File: src/rtl/uart_lcd_pkg.sv
// Shared constants for the UART-to-LCD text path: control codes, printable
// range and the text-buffer FSM state encoding.
package uart_lcd_pkg;

    localparam logic [7:0] CHR_BS       = 8'h08;
    localparam logic [7:0] CHR_LF       = 8'h0A;
    localparam logic [7:0] CHR_FF       = 8'h0C;
    localparam logic [7:0] CHR_CR       = 8'h0D;
    localparam logic [7:0] CHR_SPACE    = 8'h20;
    localparam logic [7:0] CHR_PRINT_LO = 8'h20;
    localparam logic [7:0] CHR_PRINT_HI = 8'h7E;

    typedef enum logic {
        ST_CLEAR = 1'b0,
        ST_IDLE  = 1'b1
    } tb_state_e;

    function automatic logic is_printable(input logic [7:0] b);
        return (b >= CHR_PRINT_LO) && (b <= CHR_PRINT_HI);
    endfunction

endpackage

File: src/rtl/pulse_sync_edge.sv
// Two-flop synchronizer plus rising-edge detect: turns a slow-domain strobe
// of any length into a single i_clk-wide pulse.
module pulse_sync_edge (
    input  logic i_clk,
    input  logic i_rst,
    input  logic i_async,
    output logic o_pulse
);

    logic s1_q, s2_q, edge_q;

    always_ff @(posedge i_clk) begin
        if (i_rst) begin
            s1_q   <= 1'b0;
            s2_q   <= 1'b0;
            edge_q <= 1'b0;
        end else begin
            s1_q   <= i_async;
            s2_q   <= s1_q;
            edge_q <= s2_q;
        end
    end

    assign o_pulse = s2_q & ~edge_q;

endmodule

File: src/rtl/uart_text_buffer.sv
// Character RAM and cursor driven by received UART bytes; the LCD refresh
// engine reads the RAM through a registered port and watches o_dirty.
module uart_text_buffer
    import uart_lcd_pkg::*;
#(
    parameter int COLS   = 16,
    parameter int ROWS   = 2,
    parameter int ADDR_W = $clog2(COLS*ROWS)
) (
    input  logic              i_clk,
    input  logic              i_rst,
    input  logic [7:0]        i_rx_data,
    input  logic              i_rx_valid,
    input  logic [ADDR_W-1:0] i_rd_addr,
    output logic [7:0]        o_rd_data,
    output logic [ADDR_W-1:0] o_cur_addr,
    output logic              o_busy,
    output logic              o_dirty,
    input  logic              i_dirty_clr,
    output logic              o_overrun
);

    localparam int                N        = COLS * ROWS;
    localparam logic [ADDR_W-1:0] COLS_A   = ADDR_W'(COLS);
    localparam logic [ADDR_W-1:0] COL_LAST = ADDR_W'(COLS - 1);
    localparam logic [ADDR_W-1:0] ROW_LAST = ADDR_W'(ROWS - 1);
    localparam logic [ADDR_W-1:0] CLR_LAST = ADDR_W'(N - 1);

    logic              accept;
    logic [7:0]        byte_q;
    logic              byte_vld_q;
    tb_state_e         state_q;
    logic [ADDR_W-1:0] clr_cnt_q, row_q, col_q, cur_addr_q;
    logic [ADDR_W-1:0] row_d, col_d, cur_addr_d;
    logic              dirty_q, overrun_q;
    logic [7:0]        rd_data_q;
    logic              we, go_clear, drop, clr_done;
    logic [ADDR_W-1:0] waddr;
    logic [7:0]        wdata;
    logic [7:0]        mem [N];

    pulse_sync_edge u_sync (
        .i_clk   (i_clk),
        .i_rst   (i_rst),
        .i_async (i_rx_valid),
        .o_pulse (accept)
    );

    always_ff @(posedge i_clk) begin
        if (i_rst) byte_vld_q <= 1'b0;
        else       byte_vld_q <= accept;
    end

    always_ff @(posedge i_clk) begin
        if (accept) byte_q <= i_rx_data;
    end

    // Decode one byte per cycle into a RAM write and the next cursor.
    always_comb begin
        we       = 1'b0;
        waddr    = cur_addr_q;
        wdata    = CHR_SPACE;
        row_d    = row_q;
        col_d    = col_q;
        go_clear = 1'b0;
        drop     = 1'b0;
        clr_done = 1'b0;
        if (state_q == ST_CLEAR) begin
            we    = 1'b1;
            waddr = clr_cnt_q;
            drop  = byte_vld_q;
            if (clr_cnt_q == CLR_LAST) begin
                clr_done = 1'b1;
                row_d    = '0;
                col_d    = '0;
            end
        end else if (byte_vld_q) begin
            case (byte_q)
                CHR_CR: col_d = '0;
                CHR_LF: row_d = (row_q == ROW_LAST) ? '0 : row_q + ADDR_W'(1);
                CHR_BS: begin
                    if (col_q != '0) begin
                        col_d = col_q - ADDR_W'(1);
                        we    = 1'b1;
                        waddr = cur_addr_q - ADDR_W'(1);
                    end
                end
                CHR_FF: go_clear = 1'b1;
                default: begin
                    if (is_printable(byte_q)) begin
                        we    = 1'b1;
                        wdata = byte_q;
                        if (col_q == COL_LAST) begin
                            col_d = '0;
                            row_d = (row_q == ROW_LAST) ? '0 : row_q + ADDR_W'(1);
                        end else begin
                            col_d = col_q + ADDR_W'(1);
                        end
                    end
                end
            endcase
        end
        cur_addr_d = row_d * COLS_A + col_d;
    end

    always_ff @(posedge i_clk) begin
        if (i_rst) begin
            state_q    <= ST_CLEAR;
            clr_cnt_q  <= '0;
            row_q      <= '0;
            col_q      <= '0;
            cur_addr_q <= '0;
            dirty_q    <= 1'b1;
            overrun_q  <= 1'b0;
        end else begin
            row_q      <= row_d;
            col_q      <= col_d;
            cur_addr_q <= cur_addr_d;
            case (state_q)
                ST_CLEAR: begin
                    clr_cnt_q <= clr_cnt_q + ADDR_W'(1);
                    if (clr_done) begin
                        state_q   <= ST_IDLE;
                        clr_cnt_q <= '0;
                    end
                end
                default: begin
                    if (go_clear) begin
                        state_q   <= ST_CLEAR;
                        clr_cnt_q <= '0;
                    end
                end
            endcase
            if (we || clr_done) dirty_q <= 1'b1;
            else if (i_dirty_clr) dirty_q <= 1'b0;
            if (drop) overrun_q <= 1'b1;
        end
    end

    always_ff @(posedge i_clk) begin
        if (we) mem[waddr] <= wdata;
    end

    // Read-first: the same-cycle write lands after this read samples the array.
    always_ff @(posedge i_clk) begin
        if (i_rst) rd_data_q <= 8'h00;
        else       rd_data_q <= mem[i_rd_addr];
    end

    assign o_rd_data  = rd_data_q;
    assign o_cur_addr = cur_addr_q;
    assign o_busy     = (state_q == ST_CLEAR);
    assign o_dirty    = dirty_q;
    assign o_overrun  = overrun_q;

endmodule

File: config.mk
export PLATFORM = sky130hd
export DESIGN_NAME = uart_text_buffer
export DESIGN_NICKNAME = d
export VERILOG_FILES = /design/src/rtl/uart_lcd_pkg.sv /design/src/rtl/pulse_sync_edge.sv /design/src/rtl/uart_text_buffer.sv
export SDC_FILE = /design/constraint.sdc
export NUM_CORES = 1
export LEC_CHECK = 0
export ABC_CLOCK_PERIOD_IN_PS = 6700
export CAP_MARGIN = 0
export CORE_AREA = 5 5 182 184
export CTS_CLUSTER_DIAMETER = 150
export CTS_CLUSTER_SIZE = 25
export DETAILED_ROUTE_END_ITERATION = 10
export DIE_AREA = 0 0 187 189
export GPL_TIMING_DRIVEN = 0
export PLACE_DENSITY = 0.61
export SYNTH_ARGS = -nofsm -noshare
export SYNTH_HDL_FRONTEND = slang
export SYNTH_HIERARCHICAL = 1
export SYNTH_SLANG_ARGS = --single-unit
File: constraint.sdc
create_clock -name i_clk -period 6.7 [get_ports i_clk]
set_input_delay 1.34 -clock i_clk [delete_from_list [all_inputs] [get_ports i_clk]]
set_output_delay 1.34 -clock i_clk [all_outputs]
set_load 0.02 [all_outputs]
==> impl_metrics.toml <==
[outcome]
status = "finished clean"

[timing]
period_needed_ns = 4.307
setup_tns_ns = 0
worst_slew_margin_rel_pct = 6.326
fmax_mhz = 232.2
fin_skew_ns = 0.02410
rsz0062_at_grt = "false"
fin_crit_sh_pct = 64.29
hold_viol = 0
setup_viol = 0
final-max-slew-violation-count = 0
worst_slew_pin_slew_ns = 1.394

[critical_path]
critical_path_class = "flop to flop"
r2r-end = "mem[10][1]"
start_kind = "flop"
crit_path_max_fanout = 9
crit_required_ns = 6.82
rr_worst_depth = 8
reg2reg_slack_ns = 2.39
end_kind = "flop"
critical_path.startpoint = "col_q[0]"
cp-endpoint = "mem[10][1]"
critPathArrivalTime_ns = 4.43
r2r_start = "col_q[0]"

[clocking]
cts_tree = "yes"
post-cts-setup-buffers = 0
clockBufferDepth = 3
clk_pin_slew_worst_paths_ns = 0.10
root_buffer = "clkbuf_16"
clock_sinks = 295
htreeDepth = 1
clk_latency_ns = 0.51
numCtsBuffers = 15
cts_resized = 0
hold_buffers = 0

[synth]
synth.largest_area_cell = "edfxtp_1"
synth_top_area_share_pct = 64.55
ys_warn_count = 6
syn_inst = 709
yosysMostFrequentCell = "edfxtp_1"
synth-seq-cells = 295
synth.avg_cell_area_um2 = 17.32
synth_area_um2 = 12280
yosys-top-cells-area = "edfxtp_1 (65%), mux4_2 (12%), dfxtp_1 (5.1%), mux2i_1 (3.0%), a22oi_1 (1.2%)"
synthFlopType = "edfxtp_1"
yosysSeqAreaShare_pct = 69.60
yosysUniqueCellTypes = 71
synth_edf_count = 264
postSynth.asyncResetShare_pct = 0
synth_common_cells = "edfxtp_1 (264), mux4_2 (64), mux2i_1 (37)"

[final_layout]
synthToLayoutAreaGrowth_pct = 11.53
layout.nets = 815
drive_above_1_share_pct = 16.38
antennaDiodeCount = 0

[global_route]
overflow = 0
grt_pass1_wl_um = 39770
grt_max_degree = 33
grt_pass1_vias = 6555
grt.total_usage_pct = 14.25
antenna_found_initial = 0

[floorplanning]
initial_core_util_pct = 39.33
dieArea_um2 = 35340
io_pins = 33
core_um2 = 31230
die_h_um = 189
rows = 65
die_w_um = 187

[place]
gp_congestion = 0.8814
port_buffers = 29
hpwlAfterDp_um = 17440

[power]
p_per_area_nw_per_um2 = 230.5
leakage_nw = 4.032
ir_drop_mv = 0.1409
total_power_w = 0.003157

[route]
viasPerCell = 5.443
drt_wl_total_um = 25310
ant_nets = 0
post-route-drc-count = 0
vias = 6542
drt_iter0_drc = 542
dr.pass1.iters = 5
wl_per_cell_um = 21.05

[job]
maxCapViolCount = 0

[hold_path]
min_path_type = "flop to flop"
[cells by family (layout without fill, tap and decap cells)]
family,count (synthesis),in the layout,share of synthesized area (%)
AOI/OAI and AO/OA,83,83,4.849
xor gates and xnor gates,3,3,0.2140
adders and majority gates,6,6,0.6112
buffers and inverters,52,112,1.895
DFF,295,295,69.60
muxes,104,104,15.03
other,1,32,0.03053
and+or+nand+nor,165,165,7.773
[how the worst min path moves through the flow]
stage | start | end | slack (ns) | cells past startpoint
2_1_floorplan | u_sync/s1_q | u_sync/s2_q | 0.41 | 1
3_3_place_gp | u_sync/s1_q | u_sync/s2_q | 0.43 | 1
3_5_place_dp | u_sync/s1_q | u_sync/s2_q | 0.44 | 1
4_1_cts | u_sync/s1_q | u_sync/s2_q | 0.46 | 1
5_1_grt | u_sync/s1_q | u_sync/s2_q | 0.48 | 1
6_report | u_sync/s1_q | u_sync/s2_q | 0.46 | 1
[state kept, by name, indices dropped and copies added (netlist names)]
| register | cells |
|---|---|
| row_q | 5 |
| state_q | 1 |
| u_sync/s2_q | 1 |
| byte_q | 8 |
| o_overrun | 1 |
| o_cur_addr | 1 |
| u_sync/edge_q | 1 |
| mem | 256 |
| byte_vld_q | 1 |
| clr_cnt_q | 5 |
| col_q | 5 |
| o_dirty | 1 |
| u_sync/s1_q | 1 |
| o_rd_data | 8 |
[report_power, final]
part           switching, W  internal, W
Sequential       0.00000927      0.00200
Combinational     0.0000939    0.0000663
Clock              0.000557     0.000428
Total              0.000660      0.00250
[critical path, cell delays in order (launching register included)]
cell	delay, ns
dfxtp_1	0.34
clkbuf_1	0.21
inv_1	0.15
ha_1	0.34
nor4b_2	0.59
nor2_1	0.12
mux2i_1	0.73
nand2b_1	0.29
nor3_1	1.16
[stage by stage]
stage | utilization [%] | std cells | area (um2) | hold WS (ns) | worst slack, ns
final | 43.86 | 1202 | 13700 | 0.4555 | 2.393
after global routing | 43.86 | 1202 | 13700 | 0.4821 | 2.036
after detailed placement | 42.50 | 1177 | 13270 | 0.4372 | 2.380
after global placement | 42.24 | 1171 | 13190 | 0.4288 | 0.8667
after floorplan | - | 740 | 12400 | 0.4138 | 3.095
after CTS | 43.85 | 1202 | 13690 | 0.4622 | 2.371
[routing by layer]
layer	GRT usage (%)	vias to the layer above	part of all wire [%]
met2	23.62	202	48
met1	20.23	3325	45
met4	2.816	0	1.7
met3	2.286	30	4.8
met5	0	-	0
li1	-	2985	-
[final cells by class]
type | count | area, um2
buffer | 42 | 195.2
multi-input combinational | 393 | 3650
clock buffer | 23 | 405.4
inverter | 10 | 37.54
tap | 402 | 503.0
sequential | 295 | 8548
timing repair buffer | 35 | 342.8
fill | 2772 | 17530
clock inverter | 2 | 16.27
[layout by cell type, fill, tap and decap left out, types with 10 or more instances in the layout]
| master | netlist | final |
|---|---|---|
| a21oi_1 | 19 | 19 |
| clkbuf_1 | 22 | 30 |
| a22oi_1 | 19 | 19 |
| clkdlybuf4s50_1 | 0 | 29 |
| nand3_1 | 17 | 17 |
| nor2_1 | 35 | 35 |
| mux4_2 | 64 | 64 |
| nor3_1 | 25 | 21 |
| nand2_1 | 16 | 16 |
| nor2b_1 | 10 | 10 |
| conb_1 | 1 | 32 |
| mux2i_1 | 37 | 37 |
| dfxtp_1 | 31 | 31 |
| o21ai_0 | 12 | 12 |
| edfxtp_1 | 264 | 264 |
| clkbuf_16 | 0 | 15 |
| and3_1 | 11 | 11 |
Power figures use the tool's default switching activity.
